`src/rtl/ifetch_unit.sv`:
```
// Instruction fetch stage: owns the pc, drives the imem address, and buffers
// {pc, inst} pairs in a small FIFO toward decode. Redirects flush the buffer.
module ifetch_unit #(
    parameter logic [31:0] RESET_PC   = 32'h0000_0000,
    parameter int unsigned FIFO_DEPTH = 2
) (
    input  logic        clk,
    input  logic        rst,
    output logic [31:0] imem_addr,
    input  logic [31:0] imem_inst,
    input  logic        redirect_valid,
    input  logic [31:0] redirect_pc,
    output logic        out_valid,
    input  logic        out_ready,
    output logic [31:0] out_pc,
    output logic [31:0] out_inst,
    output logic        misalign_err
);

    localparam int unsigned PTR_W = $clog2(FIFO_DEPTH);
    localparam int unsigned CNT_W = $clog2(FIFO_DEPTH + 1);
    localparam logic [CNT_W-1:0] DEPTH_C = CNT_W'(FIFO_DEPTH);

    logic [31:0]      pc_q, pc_d;
    logic [PTR_W-1:0] wr_ptr_q, wr_ptr_d;
    logic [PTR_W-1:0] rd_ptr_q, rd_ptr_d;
    logic [CNT_W-1:0] count_q, count_d;
    logic             misalign_q, misalign_d;

    logic [31:0]      pc_mem_q   [FIFO_DEPTH];
    logic [31:0]      inst_mem_q [FIFO_DEPTH];

    logic             full;
    logic             pop;
    logic             push;

    assign full      = (count_q == DEPTH_C);
    assign out_valid = (count_q != '0);
    assign pop       = out_valid & out_ready;
    // A full buffer still accepts a fetch when decode drains the head in the same cycle.
    assign push      = !redirect_valid & (!full | pop);

    assign imem_addr    = pc_q;
    assign misalign_err = misalign_q;
    assign out_pc       = out_valid ? pc_mem_q[rd_ptr_q]   : '0;
    assign out_inst     = out_valid ? inst_mem_q[rd_ptr_q] : '0;

    always_comb begin
        pc_d       = pc_q;
        wr_ptr_d   = wr_ptr_q;
        rd_ptr_d   = rd_ptr_q;
        count_d    = count_q;
        misalign_d = misalign_q;
        if (redirect_valid) begin
            pc_d     = {redirect_pc[31:2], 2'b00};
            wr_ptr_d = '0;
            rd_ptr_d = '0;
            count_d  = '0;
            if (redirect_pc[1:0] != 2'b00) begin
                misalign_d = 1'b1;
            end
        end else begin
            if (push) begin
                pc_d     = pc_q + 32'd4;
                wr_ptr_d = wr_ptr_q + PTR_W'(1);
            end
            if (pop) begin
                rd_ptr_d = rd_ptr_q + PTR_W'(1);
            end
            case ({push, pop})
                2'b10:   count_d = count_q + CNT_W'(1);
                2'b01:   count_d = count_q - CNT_W'(1);
                default: count_d = count_q;
            endcase
        end
    end

    always_ff @(posedge clk or posedge rst) begin
        if (rst) begin
            pc_q       <= RESET_PC;
            wr_ptr_q   <= '0;
            rd_ptr_q   <= '0;
            count_q    <= '0;
            misalign_q <= 1'b0;
        end else begin
            pc_q       <= pc_d;
            wr_ptr_q   <= wr_ptr_d;
            rd_ptr_q   <= rd_ptr_d;
            count_q    <= count_d;
            misalign_q <= misalign_d;
        end
    end

    // Storage needs no reset: entries are only visible while count is non-zero.
    always_ff @(posedge clk) begin
        if (push) begin
            pc_mem_q[wr_ptr_q]   <= pc_q;
            inst_mem_q[wr_ptr_q] <= imem_inst;
        end
    end

endmodule

```
`config.mk`:
```
export PLATFORM = sky130hd
export DESIGN_NAME = ifetch_unit
export DESIGN_NICKNAME = d
export VERILOG_FILES = /design/src/rtl/ifetch_unit.sv
export SDC_FILE = /design/constraint.sdc
export NUM_CORES = 1
export LEC_CHECK = 0
export ABC_AREA = 1
export CAP_MARGIN = 5
export CORE_MARGIN = 2
export CORE_UTILIZATION = 35
export DETAILED_ROUTE_END_ITERATION = 16
export PLACE_DENSITY_LB_ADDON = 0.08
export SETUP_SLACK_MARGIN = 0.15
export SYNTH_ARGS = -nofsm -noshare
export SYNTH_HDL_FRONTEND = slang
export SYNTH_SLANG_ARGS = --single-unit
export TNS_END_PERCENT = 50
```
`constraint.sdc`:
```
create_clock -name clk -period 5.19 [get_ports clk]
set_input_delay 1.038 -clock clk [delete_from_list [all_inputs] [get_ports clk]]
set_output_delay 1.038 -clock clk [all_outputs]
set_load 0.01 [all_outputs]
```
# Word-level counts from Yosys, hierarchy flattened
# Memory sizes are Yosys's and may differ from the RTL's.
# Cells that the tools add are included.
totals:
  latchBits: 0
  ram_bits: 128
  mem_bits_ro: 0
  wordCells: 38
  mem_count: 2
  regBits: 37
op_classes:
  bitwise_logic: 3
  eq_ne: 3
  mul: 0
  div_mod_pow: 0
  n_lt_le_gt_ge: 0
  n_addsub: 5
  n_mux: 12
  n_shift: 0
  reduce_logical: 8
mem_list:
  columns: ["memory", "words", "width", "rd", "rd_clocked_by_memory_dff", "wr", "line_no", "source"]
  rows:
  - ["inst_mem_q", 2, 32, 1, 0, 1, "31", "logic [31:0] inst_mem_q [FIFO_DEPTH];"]
  - ["pc_mem_q", 2, 32, 1, 0, 1, "30", "logic [31:0] pc_mem_q [FIFO_DEPTH];"]
op_table:
  columns: ["operator", "n"]
  rows:
  - ["32-bit 2-to-1 mux", 4]
  - ["32-bit by 3-bit adder with 32-bit output (second input constant)", 1]
  - ["2-bit nonzero test", 4]
  - ["1-bit 2-to-1 mux", 6]
  - ["2-bit equality test (second input constant)", 2]
  - ["2-bit case mux with 2 select lines", 1]
  - ["3-bit nonzero test", 1]
  - ["1-bit adder (second input constant)", 2]
  - ["2-bit by 1-bit adder with 2-bit output (second input constant)", 1]
  - ["1-bit bitwise AND", 2]
  - ["2-bit by 1-bit equality test with 1-bit output (second input constant)", 1]
  - ["1-bit logical NOT", 2]
  - ["2-bit 2-to-1 mux", 1]
  - ["2-bit AND reduction", 1]
  - ["2-bit by 1-bit subtractor with 2-bit output (second input constant)", 1]
  - ["1-bit bitwise OR", 1]

# Depth between registers and ports, before layout
depth:
  depth_word: 7
  ltp_mapped: 10
  mapped_depth_nobuf: 10

# Worst setup path after synthesis
# OpenSTA, ideal clock, no wires.
synth_path:
  kind: "input-to-reg"
  from: "in redirect_valid"
  to: "mem inst_mem_q[0][0], enable pin"
  slack_ps: 572
  setup_ps: 484
  t_required_ps: 4706
  path_stages: 4
  arrival_ps: 4134
  cell_sequence: "buf_2 > inv_1 > nand2_1 > nor2_1"
synth_between:
  elab_chain_len: 4
synth_lines:
  columns: ["element", "line_no", "source"]
  rows:
  - ["start: declaration", "11", "input logic redirect_valid,"]
  - ["1-bit logical NOT", "41", "assign push = !redirect_valid & (!full | pop);"]
  - ["1-bit bitwise AND", "41", null]
  - ["1-bit 2-to-1 mux", "96", "if (push) begin"]
  - ["1-bit 2-to-1 mux (not written as such)", "98", "inst_mem_q[wr_ptr_q] <= imem_inst;"]
  - ["end: declaration", "31", null]
# No other way between the ends.

# Worst setup path after layout
layout_path:
  from: "reg count_q[0]"
  to: "out out_pc[20]"
layout_between:
  elab_chain_len: 2
layout_lines:
  columns: ["element", "line_no", "source"]
  rows:
  - ["start: declaration", "27", "logic [CNT_W-1:0] count_q, count_d;"]
  - ["start signal: assignment", "89", "count_q <= count_d;"]
  - ["2-bit nonzero test", "38", "assign out_valid = (count_q != '0);"]
  - ["32-bit 2-to-1 mux", "45", "assign out_pc = out_valid ? pc_mem_q[rd_ptr_q] : '0;"]
  - ["end: declaration", "15", "output logic [31:0] out_pc,"]
# No other way between the ends.

==> impl_results.md <==
* Status: finished, final reports clean
* # setup viols final at 0
* Initial Util at 35.7%
* WL/cell at 16.0 microns
* Dpl hpwl at 12600 microns
* Chip Height at 148 microns
* Total gr overflow at 0
* Post-synth top area cell: edfxtp_1
* First DRT Iteration DRCs at 290
* Worst path slowest cell: nor2_4
* Pins Over Slew Limit at 0
* TNS Setup at 0 ns
* CP Launch Type: flop
* Clock skew at 0.0136 ns
* Worst path bufs/invs at 2
* Asr flop ratio synth at 22.0%
* IO Pins at 166
* Int Power at 2.42 mW
* Clock-pin slew on the worst setup and hold paths at 0.06 ns
* Cts bufs inserted at 17
* Post-CTS Hold Buffers at 0
* CTS tree: yes
* Clk Latency, worst-skew pair at 0.42 ns
* Area Overhead vs Synth at 33.7%
* CORE AREA at 20300 sq um
* Worst path max stage delay at 0.63 ns
* Power density cells at 344 nW/um^2
* F_max at 271 MHz
* Worst Path Arrival at 2.65 ns
* MaxCap Viol Count at 0
* Unrepaired setup endpoints after global routing: no
* CP Max Fanout at 34
* Fin crit period at 3.69 ns
* Worst-path cell chain: nor2_4, buf_4, a21oi_1, clkdlybuf4s50_1
* Area after DPL at 9130 sq um
* Seq/Total Area, Yosys at 63.5%
* Comb power frac at 16.9%
* Clock buffer depth at 2
* Peak VDD IR at 0.220 mV
* Family with the most delay on the worst path: buffers and inverters
* R2r setup slk at 2.72 ns
* Hold Vio Cnt, Final at 0
* Fraction of final layout cells sized beyond drive strength 1 at 8.73%
* Fin area at 9690 sq um
* Top-count cell post-synth: nand2_1
* Total setup buffers inserted after CTS at 0
* Syn Area/Cell at 9.86 sq um
* Share of the synthesized area in the top cell type at 51.4%
* Max_slew headroom at 25.0%
* Clock share of power at 35.9%
* Gpl congestion at 0.815
* Critical Path End Type: output pin
* Remaining DRCs at 0
* Clk root buf: clkbuf_16
* First-pass GRT wire length at 29800 microns
* Global-route usage over all layers at 17.8%
* Fin crit share at 71.1%
* Min-delay worst type: flop to flop
* Row count at 52
* Distinct cell type count after synthesis at 33
* Worst hold margin at 0.480 ns
* DRT antenna net count at 0
* Post-synth top cells: 253 x nand2_1, 124 x edfxtp_1, 77 x a21oi_1
* Leak at 3.77 nW
* Synthesis-stage register bit count at 159
* Die width at 148 microns
* Slew @ Worst Pin at 1.13 ns
* DR pass1 iterations at 5
* # H-tree levels at 4
* Largest net degree at the start of global routing at 64
* Initial antenna violation count at 0
* Gates resized, CTS repair at 0
* Seq pwr share at 47.1%
* DP Worst Slack at 1.59 ns
* CP Class: flop to output pin
* Setup ws final at 1.50 ns
* Synthesized cell area at 7250 sq um
* Total power draw at 3.33 mW
* Die footprint at 21900 sq um
* Drt via density at 4.69
* Main synth FF type: edfxtp_1
* Diode count at 0
* Switching power at 912 uW
* EDFF count, synth at 124
* Nets at 961
* Sw Ratio at 27.4%
* Final wirelength at 18800 microns
* Req. time, crit path at 4.15 ns
* Fillers at 1922
* Synth area leaders: edfxtp_1 51%, nand2_1 13%, dfrtp_1 12%, a21oi_1 5.3%, nor2_1 3.4%
* Vias at 5514
* Syn Inst Count at 735
* Number of port buffers at 161
* Vias in the first global route at 5430
* CTS Sinks at 159
* Synthesis Warnings at 0
-- power by group through the flow --
stage               Combinational [mW]  Sequential, mW  Clock (mW)
finish                           0.564            1.57        1.20
global route                     0.621            1.59        1.28
CTS                              0.575            1.57        1.24
detailed placement               0.573            1.60           0
global placement                 0.568            1.60           0
floorplan                        0.267            1.58           0
-- metrics by stage --
| step | utilization, % | std cells |
|---|---|---|
| floorplan | - | 738 |
| detailed placement | 45.0 | 1143 |
| finish | 47.7 | 1175 |
| CTS | 47.7 | 1175 |
| global route | 47.7 | 1175 |
| global placement | 45.0 | 1143 |
-- logic make-up (layout without fill, tap and decap cells) --
logic type / Yosys count / after routing / share of synthesized area [%]
flip-flops: 159 / 159 / 63.5
AND/OR/NAND/NOR: 393 / 393 / 23.7
XOR/XNOR: 7 / 7 / 0.846
buffers and inverters: 75 / 242 / 4.54
AO/OA/AOI/OAI: 99 / 99 / 7.23
other: 1 / 4 / 0.0517
adder cells (fa/ha/maj): 1 / 1 / 0.173
-- sequential cells by signal (all words and copies together) (netlist names) --
register and count:
inst_mem_q 64, pc_mem_q 60, imem_addr 30, count_q 2, misalign_err 1, rd_ptr_q 1
wr_ptr_q 1
-- cell usage in the layout (no fill, tap or decap), types with 4 or more instances in the layout --
cell / synthesis / final
o21ai_1: 6 / 6
dfrtp_1: 35 / 34
inv_1: 37 / 37
buf_4: 5 / 6
conb_1: 1 / 4
edfxtp_1: 124 / 124
inv_6: 0 / 5
nor2_2: 10 / 10
clkdlybuf4s50_1: 0 / 161
clkbuf_16: 0 / 17
nor2_1: 65 / 62
nand2_4: 4 / 4
nand3_1: 36 / 36
nand2_2: 6 / 6
inv_2: 5 / 5
o21bai_1: 4 / 4
nor2_4: 6 / 9
o21ai_0: 6 / 6
a21oi_1: 77 / 77
nand2_1: 253 / 253
xor2_1: 5 / 5
-- cell type report --
type	count	area (sq um)	area share [%]
clock buffer	18	429	4.43
multi-input combinational	504	2350	24.3
clock inverter	14	133	1.37
inverter	42	158	1.63
tap	270	338	3.49
sequential	159	4600	47.5
timing repair buffer	168	1680	17.3
-- path summary, 6_finish.rpt --
check                                         start                         to  cells after the start
min reg2reg                misalign_err$_DFFE_PP0P_   misalign_err$_DFFE_PP0P_                      1
max                          count_q[0]$_DFFE_PP0P_                 out_pc[20]                      4
max in group asynchronous                       rst  imem_addr[15]$_DFFE_PP0P_                      3
min in group asynchronous                       rst   imem_addr[6]$_DFFE_PP0P_                      2
max reg2reg                  count_q[1]$_DFFE_PP0P_  pc_mem_q[0][26]$_DFFE_PP_                      6
min                        misalign_err$_DFFE_PP0P_   misalign_err$_DFFE_PP0P_                      1
-- routing by layer --
metal	global-route usage (%)	vias up	share of wire, %
met4	4.71	0	0.90
met5	0	-	0
li1	-	2752	-
met3	3.95	10	4.4
met1	24.3	2605	47
met2	28.8	147	48
No activity file was read; power rests on OpenSTA's default activity.
